$ cat src/rtl/xbar_arbiter.sv
// xbar_arbiter: per-slave round-robin arbiter/grant sequencer for a 2x2 cross-bar; ports: clk, resetn (sync, active-high), m_req/m_addr/s_ack in, s_valid/s_owner/m_gnt/m_ack/m_err out
module xbar_arbiter #(
  parameter int ADDR_W = 32,
  parameter int TIMEOUT = 255
) (
  input  logic                  clk,
  input  logic                  resetn,
  input  logic [1:0]            m_req,
  input  logic [2*ADDR_W-1:0]   m_addr,
  input  logic [1:0]            s_ack,
  output logic [1:0]            s_valid,
  output logic [1:0]            s_owner,
  output logic [1:0]            m_gnt,
  output logic [1:0]            m_ack,
  output logic [1:0]            m_err
);
  localparam int CW = $clog2(TIMEOUT + 1);
  typedef enum logic {IDLE, BUSY} state_t;
  logic [1:0] tgt, tmo, err_nx;
  logic unused_addr;
  assign tgt = {m_addr[2*ADDR_W-1], m_addr[ADDR_W-1]};
  assign unused_addr = ^{m_addr[2*ADDR_W-2:ADDR_W], m_addr[ADDR_W-2:0]};
  for (genvar j = 0; j < 2; j++) begin : g_s
    localparam logic J = 1'(j);
    state_t st, st_nx;
    logic own, own_nx, pr, pr_nx, rel, abort, arb, tmo_j;
    logic [CW-1:0] cnt, cnt_nx;
    logic [1:0] cand;
    // a granted master is never a candidate, so during BUSY only the other master can appear here
    assign cand = m_req & ~m_gnt & (J ? tgt : ~tgt);
    always_comb begin
      abort = !m_req[own] || tgt[own] != J;
      rel = st == BUSY && (s_ack[j] || abort || cnt == CW'(TIMEOUT));
      tmo_j = rel && !s_ack[j] && !abort;
      arb = st == IDLE || rel;
      pr_nx = rel ? !own : pr;
      st_nx = arb ? (|cand ? BUSY : IDLE) : st;
      own_nx = (arb && |cand) ? (cand[pr_nx] ? pr_nx : !pr_nx) : own;
      cnt_nx = arb ? '0 : cnt + 1'b1;
    end
    always_ff @(posedge clk) begin
      if (resetn) begin
        st <= IDLE;
        own <= 1'b0;
        pr <= 1'b0;
        cnt <= '0;
      end else begin
        st <= st_nx;
        own <= own_nx;
        pr <= pr_nx;
        cnt <= cnt_nx;
      end
    end
    assign s_valid[j] = st == BUSY;
    assign s_owner[j] = own;
    assign tmo[j] = tmo_j;
  end
  always_comb begin
    m_gnt = '0;
    m_ack = '0;
    for (int j = 0; j < 2; j++) begin
      if (s_valid[j]) begin
        m_gnt[s_owner[j]] = 1'b1;
        m_ack[s_owner[j]] = m_ack[s_owner[j]] | s_ack[j];
      end
    end
  end
  always_comb begin
    err_nx = '0;
    for (int j = 0; j < 2; j++)
      if (tmo[j]) err_nx[s_owner[j]] = 1'b1;
  end
  always_ff @(posedge clk) begin
    if (resetn) m_err <= '0;
    else m_err <= err_nx;
  end
endmodule

$ cat config.mk
export PLATFORM = sky130hd
export DESIGN_NAME = xbar_arbiter
export DESIGN_NICKNAME = d
export VERILOG_FILES = /design/src/rtl/xbar_arbiter.sv
export SDC_FILE = /design/constraint.sdc
export NUM_CORES = 1
export LEC_CHECK = 0
export CAP_MARGIN = 20
export CORE_ASPECT_RATIO = 0.75
export CORE_UTILIZATION = 32
export DETAILED_ROUTE_END_ITERATION = 8
export PLACE_DENSITY_LB_ADDON = 0.25
export SETUP_SLACK_MARGIN = 0.4
export SLEW_MARGIN = 0
export SYNTH_ARGS = -nofsm -noshare
export SYNTH_HDL_FRONTEND = slang
export SYNTH_SLANG_ARGS = --single-unit
$ cat constraint.sdc
create_clock -name clk -period 1.4 [get_ports clk]
set_input_delay 0.14 -clock clk [delete_from_list [all_inputs] [get_ports clk]]
set_output_delay 0.14 -clock clk [all_outputs]
set_load 0.05 [all_outputs]
[Yosys cells after proc, flatten, opt, wreduce, memory -nomap -nowiden]
Index checks and enable logic that the tools add are counted.
Operators by class
  equality and inequality tests: 2
  add/subtract/negate cells: 2
  bitwise operators: 13
  muxes and demuxes: 32
  multipliers: 0
  shift operators: 0
  div/mod/pow operators: 0
  magnitude comparators: 6
  reduce and logical (&&, ||, !) cells: 32
Operators by type and width (count)
  $mux W1: 23
  $add A8 B1 Y8 const B: 2
  $eq A8 B8 Y1 const B: 2
  $mux W2: 6
  $logic_and A1 B1 Y1: 10
  $logic_not A1 Y1: 10
  $and A2 B2 Y2: 4
  $logic_or A1 B1 Y1: 8
  $lt A1 B2 Y1 const B: 4
  $reduce_or A2 Y1: 4
  $not A2 Y2: 2
  $or A2 B2 Y2: 2
  $not A1 Y1: 3
  $bwmux W2: 1
  $demux W1 S1: 2
  $ge A1 B1 Y1 const B: 2
  $or A1 B1 Y1: 2
Storage, ports and cells
  word-level logic and storage cells: 96
  register bits after elaboration: 24
  memories: 0
  bits of input ports: 70
  output and inout bits: 10
  memory bits (read-only): 0
  bits in writable memories: 0
  latch bits: 0

[Depth between registers and ports, before layout]
  depth in word-level cells: 13
  depth in mapped cells: 5
  depth with buffers taken out: 5

[Least setup slack after synthesis]
Ideal clock, no wire load.
  path kind: flip-flop to flip-flop
  start: reg g_s[0].cnt[0]
  end: reg g_s[0].pr
  setup slack: -176 ps
  required time: 1279 ps
  clock period less this slack: 1576 ps
  data arrival time: 1454 ps
  stages on the path, launching flop included: 6
  buffers on the path: 0
  cells stage by stage: dfxtp_1 -> ha_1 -> nand3_1 -> or2_2 -> a21boi_2 -> mux2_4
Between the ends
  cells in the longest elaborated chain, start to end: 4
RTL lines
  from (decl): RTL line 27  | logic [CW-1:0] cnt, cnt_nx;
  from (signal assigned): RTL line 51  | cnt <= cnt_nx;
  $eq A8 B8 Y1: RTL line 33  | rel = st == BUSY && (s_ack[j] || abort || cnt == CW'(TIMEOUT));
  $logic_or A1 B1 Y1: RTL line 33
  $logic_and A1 B1 Y1: RTL line 33
  $mux W1: RTL line 36  | pr_nx = rel ? !own : pr;
  to (signal assigned): RTL line 50  | pr <= pr_nx;
  to (decl): RTL line 26  | logic own, own_nx, pr, pr_nx, rel, abort, arb, tmo_j;
Every way passes these cells.
A chain may end at the register's enable or synchronous reset.

[Worst setup path after layout]
  start: reg g_s[0].own
  end: reg g_s[0].pr
Between the ends
  cells in the longest elaborated chain, start to end: 8
  elaborated cells on any way between the ends: 11
RTL lines
  from (decl): RTL line 26
  from (signal assigned): RTL line 49  | own <= own_nx;
  $mux W1 (implied by the code) (2 in series): RTL line 32  | abort = !m_req[own] || tgt[own] != J;
  $logic_not A1 Y1: RTL line 32
  $logic_or A1 B1 Y1: RTL line 32
  $logic_or A1 B1 Y1 (2 in series): RTL line 33
  $logic_and A1 B1 Y1: RTL line 33
  $mux W1 (*): RTL line 36
Mark *: on every way between the ends. The rest lies on a longest branch, timed or not. The select of a mux whose other input is x is not followed.

==> impl_metrics.tcl <==
set metrics [dict create \
    status "finished, violations left" \
    violations "negative setup slack" \
    worstReg2RegEnd "g_s[0].pr" \
    routabilityCongestion 0.814 \
    cp-end-kind "flip-flop" \
    dr.first_iter.drc_count 50 \
    layout_common_cells "buf_4, buf_6, nor2_1" \
    worstReg2RegStart "g_s[0].own" \
    crit_chain "or4b_4, nand2_4, a21boi_2, mux2_4" \
    grt-ovfl-total 0 \
    postRouteAntennaNets 0 \
    wl_per_cell_um 13.9 \
    power.leakage_nw 0.880 \
    grt_setup_unrepaired "true" \
    core_sq_um 3660 \
    cp.depth 4 \
    finalCriticalPeriod_ns 1.47 \
    syn_area_sq_um 1220 \
    drt-pass1-iter-count 4 \
    slowest_stage "or4b_4" \
    clock-root-buffer "clkbuf_8" \
    timing.fmax_ghz 0.682 \
    yosysTopAreaCellShare_pct 39.2 \
    die_area_sq_um 4080 \
    layout_commonest_cell "buf_4" \
    final_util_pct 61.0 \
    grt_use_total_pct 17.2 \
    slew_headroom_pct 80.7 \
    antenna_found_initial 0 \
    area_growth_pct 82.4 \
    critPathKind "flip-flop to flip-flop" \
    async_flop_share_pct 0 \
    synth_cells 139 \
    setup_viol 13 \
    vias 1241 \
    dp_hpwl_mm 2.18 \
    synth_cell_types 42 \
    avgSynthCellArea_sq_um 8.81 \
    finClkSkew_ns 0.00584 \
    die_w_um 73.4 \
    slowest_delay_ns 0.56 \
    grt_pass1_vias 1198 \
    clock_sinks 24 \
    cp.required_ns 1.57 \
    synth_nets 211 \
    clk_pin_slew_ns 0.09 \
    reg2reg_setup_slack_ns -0.07 \
    synth_flop_cell "dfxtp_1" \
    nets 274 \
    grt_max_degree 15 \
    numCtsBuffers 3 \
    drt-total-wl_mm 3.51 \
    drc 0 \
    seq_area_frac_synth_pct 39.2 \
    synth_edf_count 0 \
    portBuffers 17 \
    hold_path_class "primary input to flip-flop" \
    slew_viol_final 0 \
    worst-path-max-fanout 3 \
    grt_first_pass_wirelength_mm 5.38 \
    synth_seq_cells 24 \
    layout_setup_ws_ns -0.0660 \
    arrival_ns 1.63 \
    cap_violations 0 \
    ir_drop_v 0.000469 \
    r2r_cells 4 \
    final_cells 253 \
    min_period_over_period_pct 105 \
    h-tree-depth 1 \
    hold_viol 0 \
    synth_warnings 0 \
    setup_tns_ns -0.439 \
    hp-start "s_ack[0]" \
    cp_num_buf_inv 0 \
    die_h_um 55.6 \
    cpLargestDelayFamily "simple AND/OR/NAND/NOR gates" \
    cp-start-kind "flip-flop" \
    n_antenna_cell 0 \
    dp_cells 231 \
    via_per_inst 4.91 \
    p_per_area_nw_per_um2 809 \
    ios 80 \
    hold_depth 5 \
    tightest_slew_ns 0.285 \
    row_count 19 \
    netlist_top_cells_area "dfxtp_1, nor2_1, xnor2_1" \
    yosysTopAreaCell "dfxtp_1" \
    tritoncts "done" \
    clockBufferDepth 2 \
    drive_gt1_share_pct 56.7 \
    start_util_pct 33.5 \
    clk_latency_ns 0.27 \
    holdPathEnd "m_err[1]" \
]
logic make-up (layout without fill, tap and decap cells):
logic type	count (synthesis)	after routing	share of synthesized area, %
AND/OR/NAND/NOR	68	69	30.1
XOR/XNOR	12	12	8.58
buffers and inverters	11	72	4.70
multiplexers	2	2	2.14
AO/OA/AOI/OAI	20	20	13.2
flip-flops	24	24	39.2
adder cells (fa/ha/maj)	2	2	2.04
worst reg2reg max path, cell delays in order, from the launching register on:
cell,delay [ns]
dfxtp_2,0.34
or4b_4,0.56
nand2_4,0.11
a21boi_2,0.06
mux2_4,0.30
through the flow:
stage | worst slack (ns) | area (sq um) | total power [mW] | hold slack [ns]
2_1_floorplan | -0.00135 | 1340 | 0.931 | 0.355
3_3_place_gp | -0.362 | 1820 | 1.10 | 0.427
3_5_place_dp | -0.379 | 1820 | 1.10 | 0.432
4_1_cts | -0.0787 | 2070 | 1.76 | 0.404
5_1_grt | -0.102 | 2230 | 1.88 | 0.425
6_report | -0.0660 | 2230 | 1.81 | 0.408
sequential cells by signal, summed over array words and instances, names as in the netlist:
signal / cells
g_s.pr: 2
m_err: 2
g_s.own: 2
g_s.cnt: 16
g_s.st: 2
worst max path at each step:
stage	start	end	slack (ns)
floorplan	g_s[0].cnt[1]	g_s[0].pr	-0.001
global placement	m_req[1]	m_err[1]	-0.36
finish	g_s[0].own	g_s[0].pr	-0.07
CTS	g_s[0].own	g_s[0].pr	-0.08
global route	g_s[0].own	m_err[1]	-0.10
detailed placement	m_addr[31]	g_s[0].pr	-0.38
power by group:
group / switching [mW] / internal (mW) / leakage [nW]
clock network: 0.225 / 0.382 / 0.0357
logic: 0.222 / 0.263 / 0.645
registers: 0.0151 / 0.700 / 0.199
total: 0.462 / 1.35 / 0.880
routing by layer:
layer	routed length [um]	track usage, %
met1	1520	22.3
met2	1840	28.4
met3	119	3.26
met4	27	5.49
met5	0	0
cell type report:
type / instances / area [sq um]
sequential: 24 / 495
timing repair buffer: 64 / 679
fill: 315 / 1430
tap: 52 / 65.1
multi-input combinational: 105 / 908
clock buffer: 3 / 41.3
inverter: 4 / 15.0
clock inverter: 1 / 30.0
synth_stat cells, types with 3 or more instances:
cell / number
nor2_1: 26
dfxtp_1: 24
nand3_1: 10
nand2_1: 7
xnor2_1: 6
xor2_1: 6
buf_4: 4
inv_1: 4
nand4_1: 4
nor2b_1: 4
a31oi_1: 3
o21ai_0: 3
repair_timing:
action,in CTS,in global routing
pin swaps,13,10
gates cloned,1,1
resized for setup,36,26
endpoints found under the setup margin,32,32
setup buffers,9,7
hold buffers,0,0
Note: power is estimated with default switching activity, not from simulation.
